`src/rtl/split_pkg.sv`:
```
// split_pkg: state type and lane-index width helper shared by split_stream.
package split_pkg;
    typedef enum logic {IDLE, EMIT} state_t;
    function automatic int idx_w(input int n);
        return (n < 2) ? 1 : $clog2(n);
    endfunction
endpackage

```
`src/rtl/split_stream_if.sv`:
```
// split_stream_if: wide-word input and lane output streams of split_stream.
// in_keep exists only when SPLIT_STREAM_KEEP_EN is defined.
interface split_stream_if #(
    parameter int LANE_W = 1,
    parameter int LANES  = 8
);
    logic [LANES*LANE_W-1:0]            in_data;
    logic                               in_valid;
    logic                               in_ready;
`ifdef SPLIT_STREAM_KEEP_EN
    logic [LANES-1:0]                   in_keep;
`endif
    logic [LANE_W-1:0]                  out_data;
    logic                               out_valid;
    logic                               out_ready;
    logic                               out_last;
    logic [split_pkg::idx_w(LANES)-1:0] out_idx;
`ifdef SPLIT_STREAM_KEEP_EN
    modport slave (input in_data, in_valid, in_keep, out_ready,
                   output in_ready, out_data, out_valid, out_last, out_idx);
    modport master (output in_data, in_valid, in_keep, out_ready,
                    input in_ready, out_data, out_valid, out_last, out_idx);
`else
    modport slave (input in_data, in_valid, out_ready,
                   output in_ready, out_data, out_valid, out_last, out_idx);
    modport master (output in_data, in_valid, out_ready,
                    input in_ready, out_data, out_valid, out_last, out_idx);
`endif
endinterface

```
`src/rtl/split_next_lane.sv`:
```
// split_next_lane: picks the next pending lane from a mask, lowest first or highest first.
module split_next_lane import split_pkg::*; #(
    parameter int LANES     = 8,
    parameter int MSB_FIRST = 0
) (
    input  logic [LANES-1:0]          mask,
    output logic [idx_w(LANES)-1:0]   idx
);
    localparam int IW = idx_w(LANES);
    // later hits overwrite earlier ones, so scan away from the preferred end
    always_comb begin
        idx = '0;
        for (int i = 0; i < LANES; i++)
            if (mask[(MSB_FIRST != 0) ? i : LANES - 1 - i])
                idx = IW'((MSB_FIRST != 0) ? i : LANES - 1 - i);
    end
endmodule

```
`src/rtl/split_stream.sv`:
```
// split_stream: serialises one held wide word into LANE_W-bit lanes, one per output transfer.
// Define SPLIT_STREAM_KEEP_EN to add in_keep and skip lanes whose keep bit is clear.
module split_stream import split_pkg::*; #(
    parameter int LANE_W    = 1,
    parameter int LANES     = 8,
    parameter int MSB_FIRST = 0
) (
    input logic           clk,
    input logic           rst_n,
    split_stream_if.slave s
);
    localparam int IW = idx_w(LANES);
    state_t                  state, state_nx;
    logic [LANES*LANE_W-1:0] word;
    logic [IW-1:0]           lane;
    logic                    last, emit, in_fire, out_fire, load;
    assign emit     = state == EMIT;
    assign in_fire  = s.in_valid && s.in_ready;
    assign out_fire = emit && s.out_ready;
`ifdef SPLIT_STREAM_KEEP_EN
    logic [LANES-1:0] rem, rem_nx;
    split_next_lane #(.LANES(LANES), .MSB_FIRST(MSB_FIRST)) u_next (
        .mask (rem),
        .idx  (lane)
    );
    assign rem_nx = rem & ~(LANES'(1) << lane);
    assign last   = rem_nx == '0;
    // an all-zero keep word is accepted but never occupies the register
    assign load   = in_fire && |s.in_keep;
    always_ff @(posedge clk or negedge rst_n)
        if (!rst_n) rem <= '0;
        else if (load) rem <= s.in_keep;
        else if (out_fire) rem <= rem_nx;
`else
    logic [IW-1:0] cnt;
    assign lane = (MSB_FIRST != 0) ? IW'(LANES - 1) - cnt : cnt;
    assign last = cnt == IW'(LANES - 1);
    assign load = in_fire;
    always_ff @(posedge clk or negedge rst_n)
        if (!rst_n) cnt <= '0;
        else if (load) cnt <= '0;
        else if (out_fire) cnt <= cnt + 1'b1;
`endif
    always_ff @(posedge clk or negedge rst_n)
        if (!rst_n) begin
            state <= IDLE;
            word  <= '0;
        end else begin
            state <= state_nx;
            if (load) word <= s.in_data;
        end
    always_comb begin
        state_nx = state;
        if (load) state_nx = EMIT;
        else if (out_fire && last) state_nx = IDLE;
    end
    assign s.in_ready  = !emit || (s.out_ready && last);
    assign s.out_valid = emit;
    assign s.out_last  = emit && last;
    assign s.out_idx   = emit ? lane : '0;
    assign s.out_data  = emit ? word[lane*LANE_W +: LANE_W] : '0;
endmodule

```
`src/flat_wrapper.sv`:
```
// flat-port wrapper written by rule: the top's interface ports become plain ports
module split_stream_flat import split_pkg::*;
#(
    parameter int LANE_W    = 1,
    parameter int LANES     = 8,
    parameter int MSB_FIRST = 0
)
  (clk, rst_n, s_in_data, s_in_valid, s_out_ready, s_in_ready, s_out_data, s_out_valid, s_out_last, s_out_idx);
  split_stream_if #(.LANE_W(LANE_W), .LANES(LANES)) s_i ();
  input logic clk;
  input logic rst_n;
  input wire logic [$bits(s_i.in_data)-1:0] s_in_data;
  input wire logic [$bits(s_i.in_valid)-1:0] s_in_valid;
  input wire logic [$bits(s_i.out_ready)-1:0] s_out_ready;
  output wire logic [$bits(s_i.in_ready)-1:0] s_in_ready;
  output wire logic [$bits(s_i.out_data)-1:0] s_out_data;
  output wire logic [$bits(s_i.out_valid)-1:0] s_out_valid;
  output wire logic [$bits(s_i.out_last)-1:0] s_out_last;
  output wire logic [$bits(s_i.out_idx)-1:0] s_out_idx;
  assign s_i.in_data = s_in_data;
  assign s_i.in_valid = s_in_valid;
  assign s_i.out_ready = s_out_ready;
  assign s_in_ready = s_i.in_ready;
  assign s_out_data = s_i.out_data;
  assign s_out_valid = s_i.out_valid;
  assign s_out_last = s_i.out_last;
  assign s_out_idx = s_i.out_idx;
  split_stream #(.LANE_W(LANE_W), .LANES(LANES), .MSB_FIRST(MSB_FIRST)) u_core (.clk(clk), .rst_n(rst_n), .s(s_i));
endmodule
```
`config.mk`:
```
export PLATFORM = sky130hd
export DESIGN_NAME = split_stream_flat
export DESIGN_NICKNAME = d
export VERILOG_FILES = /design/src/rtl/split_pkg.sv /design/src/rtl/split_stream_if.sv /design/src/rtl/split_next_lane.sv /design/src/rtl/split_stream.sv /design/src/flat_wrapper.sv
export SDC_FILE = /design/constraint.sdc
export NUM_CORES = 1
export LEC_CHECK = 0
export CORE_MARGIN = 2
export CORE_UTILIZATION = 44
export CTS_CLUSTER_SIZE = 24
export DETAILED_ROUTE_END_ITERATION = 7
export PLACE_DENSITY = 0.76
export SLEW_MARGIN = 40
export SYNTH_ARGS = -nofsm -noshare
export SYNTH_HDL_FRONTEND = slang
export SYNTH_SLANG_ARGS = --single-unit
```
`constraint.sdc`:
```
create_clock -name clk -period 1.9 [get_ports clk]
set_input_delay 0.19 -clock clk [delete_from_list [all_inputs] [get_ports clk]]
set_output_delay 0.19 -clock clk [all_outputs]
set_load 0.03 [all_outputs]
```
==> results.txt <==
----------------------------------------------------
[Place]
  Routability cong. ... 0.745
  Placed insts ... 83
  Dpl hpwl ... 932 um
  Post-placement setup slack ... -0.0321 ns
  Count of port buffers added during placement ... 18

[Routing]
  Average wire per standard cell ... 14.4 um
  Number of detailed-route iterations in the first pass ... 4
  Number of nets still failing antenna checks after routing ... 0
  Drc violations ... 0
  Initial drt markers ... 9
  Wire length after detailed routing ... 1250 um
  Routed vias/inst ... 5.30
  Vias ... 461

[Power]
  Static Leak ... 0.400 nW
  Power density cells ... 1560 mW/mm2
  Worst vdd rail ir drop ... 0.000841 V

[Setup path]
  Crit Path Category ... flop to output pin
  Critical R2R Launch ... u_core.cnt[1]$_DFFE_PN0P_
  Cell type group with the largest total delay on the critical path ... flip-flops
  CP dominant cell by count ... ha_1
  Count of buffering cells on the critical path with inverters included ... 1
  WP data required ... 1.71 ns
  Cell with the largest stage delay on the worst path ... dfrtp_2
  Sequence of cells on the critical path ... ha_1 -> ha_1 -> and2_1 -> dlygate4sd2_1
  Critical path launch point ... u_core.cnt[1]$_DFFE_PN0P_
  Worst Path Arrival ... 1.64 ns
  Worst setup EP type ... output pin
  Max FO, Critical Path ... 4
  Nature of the critical path startpoint ... flop
  Longest individual stage delay on the worst path ... 0.44 ns
  Reg-to-reg setup timing slack ... 0.09 ns

[STA]
  Peak clock frequency supported by timing ... 546 MHz
  Count of pins over their slew limit ... 0
  Final worst path period need ... 1.83 ns
  Final setup viols ... 0
  Least-Margin Pin Slew ... 0.586 ns
  Worst rel slew slack ... 60.8%
  Final hold violation count ... 0
  RSZ-0062 raised after global routing ... no
  Hold Slack ... 0.278 ns
  Worst setup slack after layout ... 0.0693 ns
  Setup total negative slack ... 0 ns
  Final cycle utilization of the critical path ... 96.4%
  Clk_skew ... 0.00356 ns

[Clock network]
  Num Clock Sinks ... 12
  Longest Clk Path Bufs ... 2
  Clock edge transition at the registers on the reported setup and hold paths ... 0.08 ns
  TritonCTS clock tree ... done
  CTS Root Cell ... clkbuf_4
  Worst skew pair latency ... 0.28 ns
  H-tree lvl count ... 1
  Post-CTS Repair Setup Buffers ... 0
  Clock buffer count from CTS ... 3

[Final layout]
  Layout cells sized above 1 ... 37.5%
  Count of non-filler cells in the finished layout ... 87
  Footprint of the multi-input gates ... 303 um2
  Post-layout net count ... 87
  Count of filler cells inserted in the layout ... 116
  Layout overhead on the synthesized area ... 39.4%
  Register cell area after layout ... 303 um2
  Total inserted antenna cells ... 0

[Synth]
  Synthesized cell area ... 622 um2
  Number of synthesized flops with an enable pin ... 0
  Synth Area per Inst ... 13.2 um2
  Post-synthesis instance total ... 47
  Most instantiated cells after synthesis ... dfrtp_1, mux2_2, and2_1, a22o_1
  Adder and majority cell fraction of the synthesized area ... 4.02%
  Share of cell area taken by muxes after synthesis ... 23.5%
  Number of nets in the synthesized netlist ... 61
  Synth area leaders ... dfrtp_1, mux2_2, mux4_2
  Synth Warn # ... 0
  Seq/Total Area, Yosys ... 48.3%
  Yosys reg bits ... 12
  Largest family of logic cells by synthesized area ... multiplexers
  Count of unique library cells instantiated by Yosys ... 18
  Basic-gate share of the synthesized area counting and, or, nand and nor cells ... 10.9%
  Share of the synthesized netlist area taken by xor and xnor gates ... 0%
  Share of the synthesized area in the top cell type ... 48.3%
  Fraction of registers with async set or reset after synthesis ... 100%
  Most frequent cell after synthesis ... dfrtp_1
  Compound-cell area share of the yosys netlist ... 10.3%
  Most common flop cell mapped by yosys ... dfrtp_1
  Cell type with the highest aggregate area in the netlist ... dfrtp_1

[Outcome]
  Run status ... finished, final reports clean

[Worst hold path]
  Classification of the worst-slack hold path ... primary input to asynchronous set/reset pin

[Floorplanning]
  Initial core utilization ... 47.2%
  Std-Cell Rows ... 13
  Placeable Area ... 0.00132 mm2
  DIE HEIGHT ... 41.6 um
  Boundary Pins ... 19
  Floorplan die area ... 0.00173 mm2
  Die X ... 41.6 um

[Global route]
  Largest net degree at the start of global routing ... 13
  Antenna violations before repair ... 0
  Wire length of the first global-routing pass ... 2190 um
  Congestion Overflow GR ... 0
  Total Routing Usage GR ... 16.3%
  Vias in the first global route ... 494

[Flow run]
  Count of maximum capacitance violations ... 0

----------------------------------------------------
==> per-stage QoR <==
step / cell area (um2) / total power, mW / util [%]
CTS: 877 / 1.38 / 66.6
detailed placement: 840 / 1.19 / 63.7
finish: 867 / 1.36 / 65.8
floorplan: 622 / 0.921 / -
global placement: 840 / 1.17 / 63.7
global route: 867 / 1.45 / 65.8
==> worst reg2reg max path, delay by kind of cell (launching register included) <==
family,cells,cell delay [ns]
AOI/OAI and AO/OA,1,0.23
DFF,1,0.44
and+or+nand+nor,1,0.12
muxes,1,0.35
adders and majority gates,2,0.42
buffers and inverters,1,0.14
==> layout by cell type (no fill, tap or decap) <==
master           count
a21bo_2              1
a21oi_1              1
a22o_1               3
a22o_2               1
and2_1               4
and2_2               1
buf_2                2
buf_4                4
clkbuf_4             3
clkbuf_8             1
clkdlybuf4s50_1     15
dfrtp_1             10
dfrtp_2              2
dlygate4sd2_1        1
ha_1                 2
inv_1                2
mux2_2               9
mux4_2               2
nand2_1              2
nand2_4              1
nand2b_1             1
nor2_1               1
nor2b_1              1
o22ai_1              2
==> per-layer routing <==
metal | GRT usage (%) | up-vias | part of all wire (%)
met1 | 18.6 | 217 | 42
met3 | 4.78 | 4 | 4.3
met5 | 0 | - | 0
li1 | - | 224 | -
met2 | 28.7 | 16 | 51
met4 | 5.81 | 0 | 2.8
==> logic make-up after synthesis <==
family | count (synthesis)
buf+inv | 3
compound gates | 8
mux | 11
simple gates | 11
flops | 12
fa+ha+maj | 2
==> final cells by class <==
type / instances / area share, %
Clock buffer: 4 / 4.18
Tap cell: 15 / 2.16
Multi-Input combinational cell: 32 / 34.9
Sequential cell: 12 / 34.9
Inverter: 2 / 0.866
Timing Repair Buffer: 22 / 22.9
==> flip-flops by register name (all words and copies together), names as in the netlist <==
signal and count:
u_core.cnt 3, u_core.s.out_valid 1, u_core.word 8
==> path summary, 6_finish.rpt <==
path	endpoint	cells past startpoint
setup reg to reg	u_core.word[4]$_DFFE_PN0P_	6
min in group clk	u_core.word[2]$_DFFE_PN0P_	1
max in group asynchronous	u_core.s.out_valid$_DFFE_PN0P_	1
hold reg to reg	u_core.word[2]$_DFFE_PN0P_	1
setup / recovery	s_out_last	4
hold / removal	u_core.word[7]$_DFFE_PN0P_	1
==> report_power, final <==
part	switching, mW	internal, mW
sequential	0.0879	0.374
combinational	0.308	0.379
clock	0.0901	0.117
total	0.486	0.870
==> timing repair <==
action / in CTS / in global routing
endpoints found under the setup margin: 3 / 9
hold buffers: 0 / 0
resized for setup: 7 / 6
gates cloned: 0 / 0
Power figures use the tool's default switching activity.
